## src/rtl/axi_ar_rr_scheduler.sv

```systemverilog
// axi_ar_rr_scheduler
// Round-robin scheduler for the AR channel of an N-requester AXI crossbar.
// Picks one requester at a time, holds the selection while the downstream
// port stalls, and re-arbitrates on the accept cycle so that a stream of
// requests is served at one AR per clock.
//
// Optional feature, controlled by the macro AXI_AR_SCHED_OUTST_LIMIT_EN:
//   defined   - a per-requester outstanding-read counter is kept. A requester
//               whose counter has reached MAX_OUTST is skipped by arbitration
//               until one of its R bursts completes. busy_o shows which
//               counters are nonzero. err_o latches an unexpected rdone_i.
//   undefined - no counters are kept. Every requesting port is eligible,
//               rdone_i/rdone_id_i are ignored, and busy_o/err_o are 0.
module axi_ar_rr_scheduler #(
  parameter int N_TARG_PORT = 7,
  parameter int LOG_N_TARG  = $clog2(N_TARG_PORT),
  parameter int MAX_OUTST   = 8,
  parameter int CNT_W       = $clog2(MAX_OUTST + 1)
) (
  input  logic                   clk,
  input  logic                   rst_n,
  input  logic [N_TARG_PORT-1:0] req_i,
  output logic [N_TARG_PORT-1:0] gnt_o,
  output logic [LOG_N_TARG-1:0]  sel_o,
  output logic                   valid_o,
  input  logic                   ready_i,
  input  logic                   rdone_i,
  input  logic [LOG_N_TARG-1:0]  rdone_id_i,
  output logic [N_TARG_PORT-1:0] busy_o,
  output logic                   err_o
);

  typedef enum logic {
    IDLE  = 1'b0,
    GRANT = 1'b1
  } state_e;

  state_e                 state_q;
  state_e                 state_d;
  logic [LOG_N_TARG-1:0]  sel_q;
  logic [LOG_N_TARG-1:0]  sel_d;
  logic [LOG_N_TARG-1:0]  ptr_q;
  logic [LOG_N_TARG-1:0]  ptr_d;
  logic [LOG_N_TARG-1:0]  ptr_next;
  logic                   accept;

  // elig_now uses the registered counters; elig_post uses the counters as
  // they will be after this cycle's accept/rdone updates.
  logic [N_TARG_PORT-1:0] elig_now;
  logic [N_TARG_PORT-1:0] elig_post;

  // {found, index} from the round-robin search
  logic [LOG_N_TARG:0]    pick_now;
  logic [LOG_N_TARG:0]    pick_post;

  // First eligible index at or after ptr, wrapping from N_TARG_PORT-1 to 0.
  // The loop runs from the farthest offset to the nearest one, so the
  // nearest eligible index is the last one written and therefore wins.
  function automatic logic [LOG_N_TARG:0] rr_pick(
    input logic [N_TARG_PORT-1:0] elig,
    input logic [LOG_N_TARG-1:0]  ptr
  );
    logic [LOG_N_TARG:0] res;
    int                  idx;
    res = '0;
    for (int k = N_TARG_PORT - 1; k >= 0; k--) begin
      idx = int'(ptr) + k;
      if (idx >= N_TARG_PORT) begin
        idx = idx - N_TARG_PORT;
      end
      if (elig[idx]) begin
        res = {1'b1, LOG_N_TARG'(idx)};
      end
    end
    return res;
  endfunction

  assign valid_o  = (state_q == GRANT) && req_i[sel_q];
  assign accept   = valid_o && ready_i;
  assign gnt_o    = accept ? (N_TARG_PORT'(1) << sel_q) : '0;
  assign sel_o    = sel_q;
  assign ptr_next = (sel_q == LOG_N_TARG'(N_TARG_PORT - 1)) ? '0 : sel_q + 1'b1;

  assign pick_now  = rr_pick(elig_now, ptr_q);
  assign pick_post = rr_pick(elig_post, ptr_next);

  // Next-state logic: arbitrate from IDLE, hold the selection while stalled,
  // and re-arbitrate from the advanced pointer on the accept cycle.
  always_comb begin
    state_d = state_q;
    sel_d   = sel_q;
    ptr_d   = ptr_q;
    case (state_q)
      IDLE: begin
        if (pick_now[LOG_N_TARG]) begin
          state_d = GRANT;
          sel_d   = pick_now[LOG_N_TARG-1:0];
        end
      end
      GRANT: begin
        if (accept) begin
          ptr_d = ptr_next;
          if (pick_post[LOG_N_TARG]) begin
            sel_d = pick_post[LOG_N_TARG-1:0];
          end else begin
            state_d = IDLE;
          end
        end else if (!req_i[sel_q]) begin
          state_d = IDLE;
        end
      end
      default: begin
        state_d = IDLE;
      end
    endcase
  end

  // State, selection and round-robin pointer registers.
  always_ff @(posedge clk or negedge rst_n) begin
    if (!rst_n) begin
      state_q <= IDLE;
      sel_q   <= '0;
      ptr_q   <= '0;
    end else begin
      state_q <= state_d;
      sel_q   <= sel_d;
      ptr_q   <= ptr_d;
    end
  end

`ifdef AXI_AR_SCHED_OUTST_LIMIT_EN

  logic [CNT_W-1:0] cnt_q [N_TARG_PORT];
  logic [CNT_W-1:0] cnt_d [N_TARG_PORT];
  logic             err_q;
  logic             err_d;
  logic             rdone_in_range;
  logic             rdone_cnt_zero;
  logic             rdone_ok;

  // Classify the completion: it is legal only when it names an existing
  // requester whose counter is nonzero. Anything else is an error.
  always_comb begin
    rdone_in_range = (int'(rdone_id_i) < N_TARG_PORT);
    rdone_cnt_zero = 1'b0;
    for (int i = 0; i < N_TARG_PORT; i++) begin
      if ((rdone_id_i == LOG_N_TARG'(i)) && (cnt_q[i] == '0)) begin
        rdone_cnt_zero = 1'b1;
      end
    end
    rdone_ok = rdone_i && rdone_in_range && !rdone_cnt_zero;
    err_d    = err_q || (rdone_i && !rdone_ok);
  end

  // Counter update: an accept and a completion on the same index cancel.
  always_comb begin
    for (int i = 0; i < N_TARG_PORT; i++) begin
      logic inc;
      logic dec;
      inc      = accept && (sel_q == LOG_N_TARG'(i)) && (cnt_q[i] < CNT_W'(MAX_OUTST));
      dec      = rdone_ok && (rdone_id_i == LOG_N_TARG'(i));
      cnt_d[i] = cnt_q[i];
      if (inc && !dec) begin
        cnt_d[i] = cnt_q[i] + 1'b1;
      end else if (dec && !inc) begin
        cnt_d[i] = cnt_q[i] - 1'b1;
      end
    end
  end

  // Eligibility masks and busy flags derived from the counters.
  always_comb begin
    for (int i = 0; i < N_TARG_PORT; i++) begin
      elig_now[i]  = req_i[i] && (cnt_q[i] < CNT_W'(MAX_OUTST));
      elig_post[i] = req_i[i] && (cnt_d[i] < CNT_W'(MAX_OUTST));
      busy_o[i]    = (cnt_q[i] != '0);
    end
  end

  // Outstanding counters and the sticky error flag.
  always_ff @(posedge clk or negedge rst_n) begin
    if (!rst_n) begin
      for (int i = 0; i < N_TARG_PORT; i++) begin
        cnt_q[i] <= '0;
      end
      err_q <= 1'b0;
    end else begin
      for (int i = 0; i < N_TARG_PORT; i++) begin
        cnt_q[i] <= cnt_d[i];
      end
      err_q <= err_d;
    end
  end

  assign err_o = err_q;

`else

  // Without counters every requesting port is always eligible.
  logic             unused_rdone;
  logic [CNT_W-1:0] unused_limit;

  assign elig_now     = req_i;
  assign elig_post    = req_i;
  assign busy_o       = '0;
  assign err_o        = 1'b0;
  assign unused_limit = CNT_W'(MAX_OUTST);
  assign unused_rdone = ^{rdone_i, rdone_id_i, unused_limit};

`endif

endmodule

```

## config.mk

```make
export PLATFORM = sky130hd
export DESIGN_NAME = axi_ar_rr_scheduler
export DESIGN_NICKNAME = d
export VERILOG_FILES = /design/src/rtl/axi_ar_rr_scheduler.sv
export SDC_FILE = /design/constraint.sdc
export NUM_CORES = 1
export LEC_CHECK = 0
export ABC_AREA = 1
export CORE_UTILIZATION = 30
export CTS_CLUSTER_DIAMETER = 100
export CTS_CLUSTER_SIZE = 10
export DETAILED_ROUTE_END_ITERATION = 8
export PLACE_DENSITY = 0.54
export SLEW_MARGIN = 5
export SYNTH_ARGS = -nofsm -noshare
export SYNTH_HDL_FRONTEND = slang
export SYNTH_SLANG_ARGS = --single-unit
export TNS_END_PERCENT = 50
```

## constraint.sdc

```tcl
create_clock -name clk -period 5.2 [get_ports clk]
set_clock_uncertainty 0.15 [all_clocks]
set_input_delay 0.52 -clock clk [delete_from_list [all_inputs] [get_ports clk]]
set_output_delay 0.52 -clock clk [all_outputs]
set_load 0.01 [all_outputs]
```

# ---- Word-level counts from Yosys, hierarchy flattened
# Index checks and enable logic that the tools add are counted.
dict set report totals {
  register_bits 7
  in_bits 14
  output_inout_bits 19
  wordCells 152
}
dict set report classes {
  addsub 27
  magnitude_cmp 29
  n_eq_ne 4
  n_shift 1
  muxes 83
  bitwise_logic 1
  reduce_logical 4
}
# cell count
set ops {}
lappend ops {{$lt A32 B5 Y1 const B} 14}
lappend ops {{$mux W32} 14}
lappend ops {{$sub A4 B3 Y5 const B} 12}
lappend ops {{$mux W4} 14}
lappend ops {{$ge A4 B3 Y1 const B} 12}
lappend ops {{$bmux W1 S3} 15}
lappend ops {{$mux W1} 33}
lappend ops {{$add A3 B3 Y4 const B} 6}
lappend ops {{$add A3 B2 Y4 const B} 4}
lappend ops {{$mux W3} 4}
lappend ops {{$add A3 B1 Y4 const B} 2}
lappend ops {{$sub A3 B3 Y4 const B} 2}
lappend ops {{$mux W7} 1}
lappend ops {{$shl A1 B3 Y7 const A} 1}
lappend ops {{$ge A3 B3 Y1 const B} 2}
lappend ops {{$pmux W3 S2} 1}
lappend ops {{$lt A3 B4 Y1 const B} 1}
lappend ops {{$ne A2 B1 Y1 const B} 2}
lappend ops {{$add A3 B1 Y3 const B} 1}
lappend ops {{$eq A3 B3 Y1 const B} 1}
lappend ops {{$reduce_and A3 Y1} 1}
lappend ops {{$logic_and A1 B1 Y1} 2}
lappend ops {{$ne A2 B2 Y1 const B} 1}
lappend ops {{$pmux W1 S2} 1}
lappend ops {{other kinds (2)} 2}

# ---- Logic depth before layout (Yosys ltp)
dict set report depth {
  word_depth 18
  ltp_mapped 25
  mapped_depth_nobuf 25
}

# ---- Least setup slack after synthesis
# OpenSTA, ideal clock, no wires.
dict set report synth_timing {
  path_kind {flip-flop to flip-flop}
  from {register sel_q[2], in the netlist sel_o[2]}
  to {register sel_q[1], in the netlist sel_o[1]}
  setup_time_ns 0.117
  arrival_ns 2.823
  t_required_ns 4.933
  setup_slack_ns 2.110
  stages_incl_launch_ff 24
  synth_period_minus_slack_ns 3.090
  cell_sequence {dfrtp_1 > inv_1 > ha_1 > inv_1 > nand2_2 > ha_1 > inv_1 > nand2_1 > nand3_2 > nand2_1 > nand2_2 > inv_2 > o21ai_1 > nand2_1 > nand2_1 > nand2_2 > inv_2 > nand2_1 > nor2_2 > nand2_2 > a21oi_4 > a21oi_1 > nand2_1 > nand2_1}
}
dict set report synth_via {
  elab_chain_len 18
}
# item line_no
set synth_lines {}
lappend synth_lines {{from (decl)} 40} ;# logic [LOG_N_TARG-1:0] sel_q;
lappend synth_lines {{from (signal assigned)} 126} ;# sel_q <= sel_d;
lappend synth_lines {{$add A3 B1 Y3 / $eq A3 B3 Y1 (equally long branches)} 82} ;# assign ptr_next = (sel_q == LOG_N_TARG'(N_TARG_PORT - 1)) ? '0 : sel_q + 1'b1;
lappend synth_lines {{$mux W3} 82}
lappend synth_lines {{$add A3 B3 Y4} 67} ;# idx = int'(ptr) + k;
lappend synth_lines {{$sub A4 B3 Y5 / $ge A4 B3 Y1 (equally long branches)} {69, 68}}
lappend synth_lines {{$mux W32} 68} ;# if (idx >= N_TARG_PORT) begin
lappend synth_lines {{$bmux W1 S3} 71} ;# if (elig[idx]) begin
lappend synth_lines {{$mux W1 (not written as such) (2 in a row)} 71}
lappend synth_lines {{$mux W4 (7 in a row)} 71}
lappend synth_lines {{$mux W3} 103} ;# if (pick_post[LOG_N_TARG]) begin
lappend synth_lines {{$mux W3} 101} ;# if (accept) begin
lappend synth_lines {{$pmux W3 S2} 93} ;# case (state_q)
# Parallel ways exist; a longest one is shown, timed or not. The select of a mux whose other input is x is not followed.
# A chain may end at the register's enable or synchronous reset.

# ---- Worst setup path in the final report
dict set report layout_timing {
  from {register ptr_q[0]}
  to {register sel_q[1], in the netlist sel_o[1]}
}
dict set report layout_via {
  elab_chain_len 15
}
# item line_no
set layout_lines {}
lappend layout_lines {{from (decl)} 42} ;# logic [LOG_N_TARG-1:0] ptr_q;
lappend layout_lines {{from (signal assigned)} 127} ;# ptr_q <= ptr_d;
lappend layout_lines {{$add A3 B3 Y4} 67}
lappend layout_lines {{$sub A4 B3 Y5 / $ge A4 B3 Y1 (equally long branches)} {69, 68}}
lappend layout_lines {{$mux W32} 68}
lappend layout_lines {{$bmux W1 S3} 71}
lappend layout_lines {{$mux W1 (not written as such) (2 in a row)} 71}
lappend layout_lines {{$mux W4 (6 in a row)} 71}
lappend layout_lines {{$mux W4 *} 71}
lappend layout_lines {{$mux W3 / $ne A2 B2 Y1 (equally long branches)} --}
lappend layout_lines {{$pmux W3 S2 / $reduce_and A3 Y1 (equally long branches)} --}
# Every way passes the cells marked *; elsewhere a longest branch is shown, timed or not. The select of a mux whose other input is x is not followed.

==> flow_summary.toml <==
[floorplanning]
start_util_pct = 31.5
core_um2 = 10500
row_count = 37
die_w_um = 107
dieArea_um2 = 11400
pin_count = 33
die_height_um = 107

[synth]
netlist_area_um2 = 3310
synth_top_family_by_area = "simple AND/OR/NAND/NOR gates"
synth_cell_types = 40
synth_compound_area_share_pct = 14.5
synth_edf_count = 0
yosys.area_share.xor_xnor_pct = 1.55
postSynthCellCount = 631
ys_seq_elements = 7
synth_area_per_cell_um2 = 5.24
ys.warnings.count = 0
synthAdderAreaFrac_pct = 9.08
netlist.area_leader.share_pct = 26.5
yosys_most_used_dff = "dfrtp_1"
synth-simple-area-share_pct = 54.7
async_reset_ff_share_pct = 100
yosys-top-cells-area = "nand2_1 26%, nand3_1 14%, inv_1 10%"
synth.yosys.seq_area_share_pct = 5.30
synth.mux.area_fraction_pct = 0
yosys.area.top_type = "nand2_1"

[cells_and_area]
drive_gt1_share_pct = 9.13
utilization_pct = 34.7
n_antenna_cell = 0
finalNetCount = 685
area_growth_pct = 10.4

[setup_path]
crit_required_ps = 5160
startpoint_type = "flop"
r2r-end = "sel_o[1]$_DFFE_PN0P_"
worstPathArrival_ps = 3850
path_max_fanout = 15
rr_worst_depth = 19
regToRegSetupSlack_ps = 1310
reg2reg_from = "ptr_q[0]$_DFFE_PN0P_"
cp-end-kind = "flop"
path_class = "flop to flop"

[cts]
cts_resized = 0
cts_buffer_depth = 2
ctsHoldBuffers = 0
post-cts-setup-buffers = 0
cts_tree = "built"
clk_latency_ps = 230
cts_buffers = 3
path_clk_slew_ps = 40
clock_sinks = 7
root_buffer = "clkbuf_8"
htree_levels = 1

[job]
cap_violations = 0

[drt]
postRouteAntennaNets = 0
firstDrtPassIters = 6
vias = 3934
totalWireLength_mm = 10.7
vias_per_cell = 5.03
wl_per_cell_um = 13.7
drc_errors = 0
drt_iter0_drc = 314

[placed_design]
gp_congestion = 0.935
hpwlAfterDp_mm = 8.38
portBuffers = 20

[sta]
finalCriticalPeriod_ps = 3890
hold_viol_final = 0
rsz0062_at_grt = "false"
fin_tns_setup_ps = 0
relSlewSlack_pct = 61.0
worst_pin_slew_ps = 584
finalCritPeriodShare_pct = 74.9
max_freq_mhz = 257
finalSetupViolCount = 0
slew_viol_final = 0

[global_routing]
grt_pass1_wl_mm = 17.6
antenna_found_initial = 0
overflow = 0
grt_max_degree = 18
grt_pass1_vias = 3580
gr-usage-all-layers_pct = 19.1

[min_path]
hold_path_class = "input pin to asynchronous set/reset pin"

[outcome]
status = "finished, final reports clean"
==> metal layers <==
layer / global-route usage, % / wire, µm / share of wire (%) / up-vias
li1: - / - / - / 2030
met1: 24.8 / 4900 / 46 / 1756
met2: 34.5 / 5180 / 48 / 124
met3: 0.912 / 462 / 4.3 / 24
met4: 4.21 / 201 / 1.9 / 0
met5: 0 / 0 / 0 / -
==> critical path: stages, from the launching register on <==
cell and delay, ps:
dfrtp_1 700, inv_1 370, ha_1 560, nand2_1 110, nand2_1 80, nand2_1 80, nand2_1 160, nand2_1 150
nand2_1 160, nand2_1 70, nand3_1 100, nand3_1 110, nand2_1 130, nand2_1 60, nor2_1 270, nor2_1 120
a21oi_4 190, a21oi_1 60, nand2_1 70, nand2_1 60
==> synth_stat cells, drive strengths merged, types with 3 or more instances <==
master / number
nand2: 256
nand3: 101
inv: 97
o21ai: 49
nor2: 29
ha: 24
a21oi: 22
buf: 12
dfrtp: 7
clkbuf: 6
o211ai: 6
nand3b: 4
xor2: 3
==> stage by stage <==
step	hold slack, ps	setup slack (ps)	instances	area (µm²)
final	398	1310	782	3650
after global routing	417	997	782	3650
after floorplan	74.4	2110	638	3330
after global placement	422	1370	778	3610
after CTS	406	1340	782	3650
after detailed placement	430	1350	778	3610
==> cells in the final DEF, fill, tap and decap left out, drive strengths merged, types with 3 or more instances in the layout <==
| master | count |
|---|---|
| a21oi | 22 |
| clkbuf | 4 |
| clkdlybuf4s50 | 20 |
| conb | 8 |
| dfrtp | 7 |
| ha | 24 |
| inv | 97 |
| nand2 | 256 |
| nand3 | 101 |
| nand3b | 4 |
| nor2 | 29 |
| o211ai | 6 |
| o21ai | 49 |
| xor2 | 3 |
==> logic make-up (layout without fill, tap and decap cells) <==
group | count (synthesis) | in the layout
AO/OA/AOI/OAI | 82 | 82
other | 1 | 8
buffers and inverters | 116 | 124
adder cells (fa/ha/maj) | 24 | 24
AND/OR/NAND/NOR | 396 | 396
flip-flops | 7 | 7
XOR/XNOR | 5 | 5
==> layout make-up <==
class                           count  area, µm²
Sequential cell                     7        175
Inverter                           98        378
Fill cell                        1157       6860
Multi-Input combinational cell    515       2670
Clock buffer                        4       45.0
Timing Repair Buffer               22        215
Tap cell                          136        170
==> registers in the layout, summed over array words and instances, names as in the netlist <==
signal	count
ptr_q	3
state_q	1
sel_o	3
==> worst max path at each step <==
stage | from | endpoint | slack (ps) | depth (start not counted)
after global placement | req_i[6] | gnt_o[4] | 1370 | 10
final | ptr_q[0]$_DFFE_PN0P_ | sel_o[1]$_DFFE_PN0P_ | 1310 | 19
after CTS | req_i[6] | gnt_o[4] | 1340 | 10
after global routing | ptr_q[0]$_DFFE_PN0P_ | sel_o[1]$_DFFE_PN0P_ | 1000 | 19
after floorplan | sel_o[2]$_DFFE_PN0P_ | sel_o[1]$_DFFE_PN0P_ | 2110 | 23
after detailed placement | req_i[6] | gnt_o[5] | 1350 | 10
Power is not shown: default switching activity piles up to over one toggle a cycle in this logic, so the estimate is an artifact.
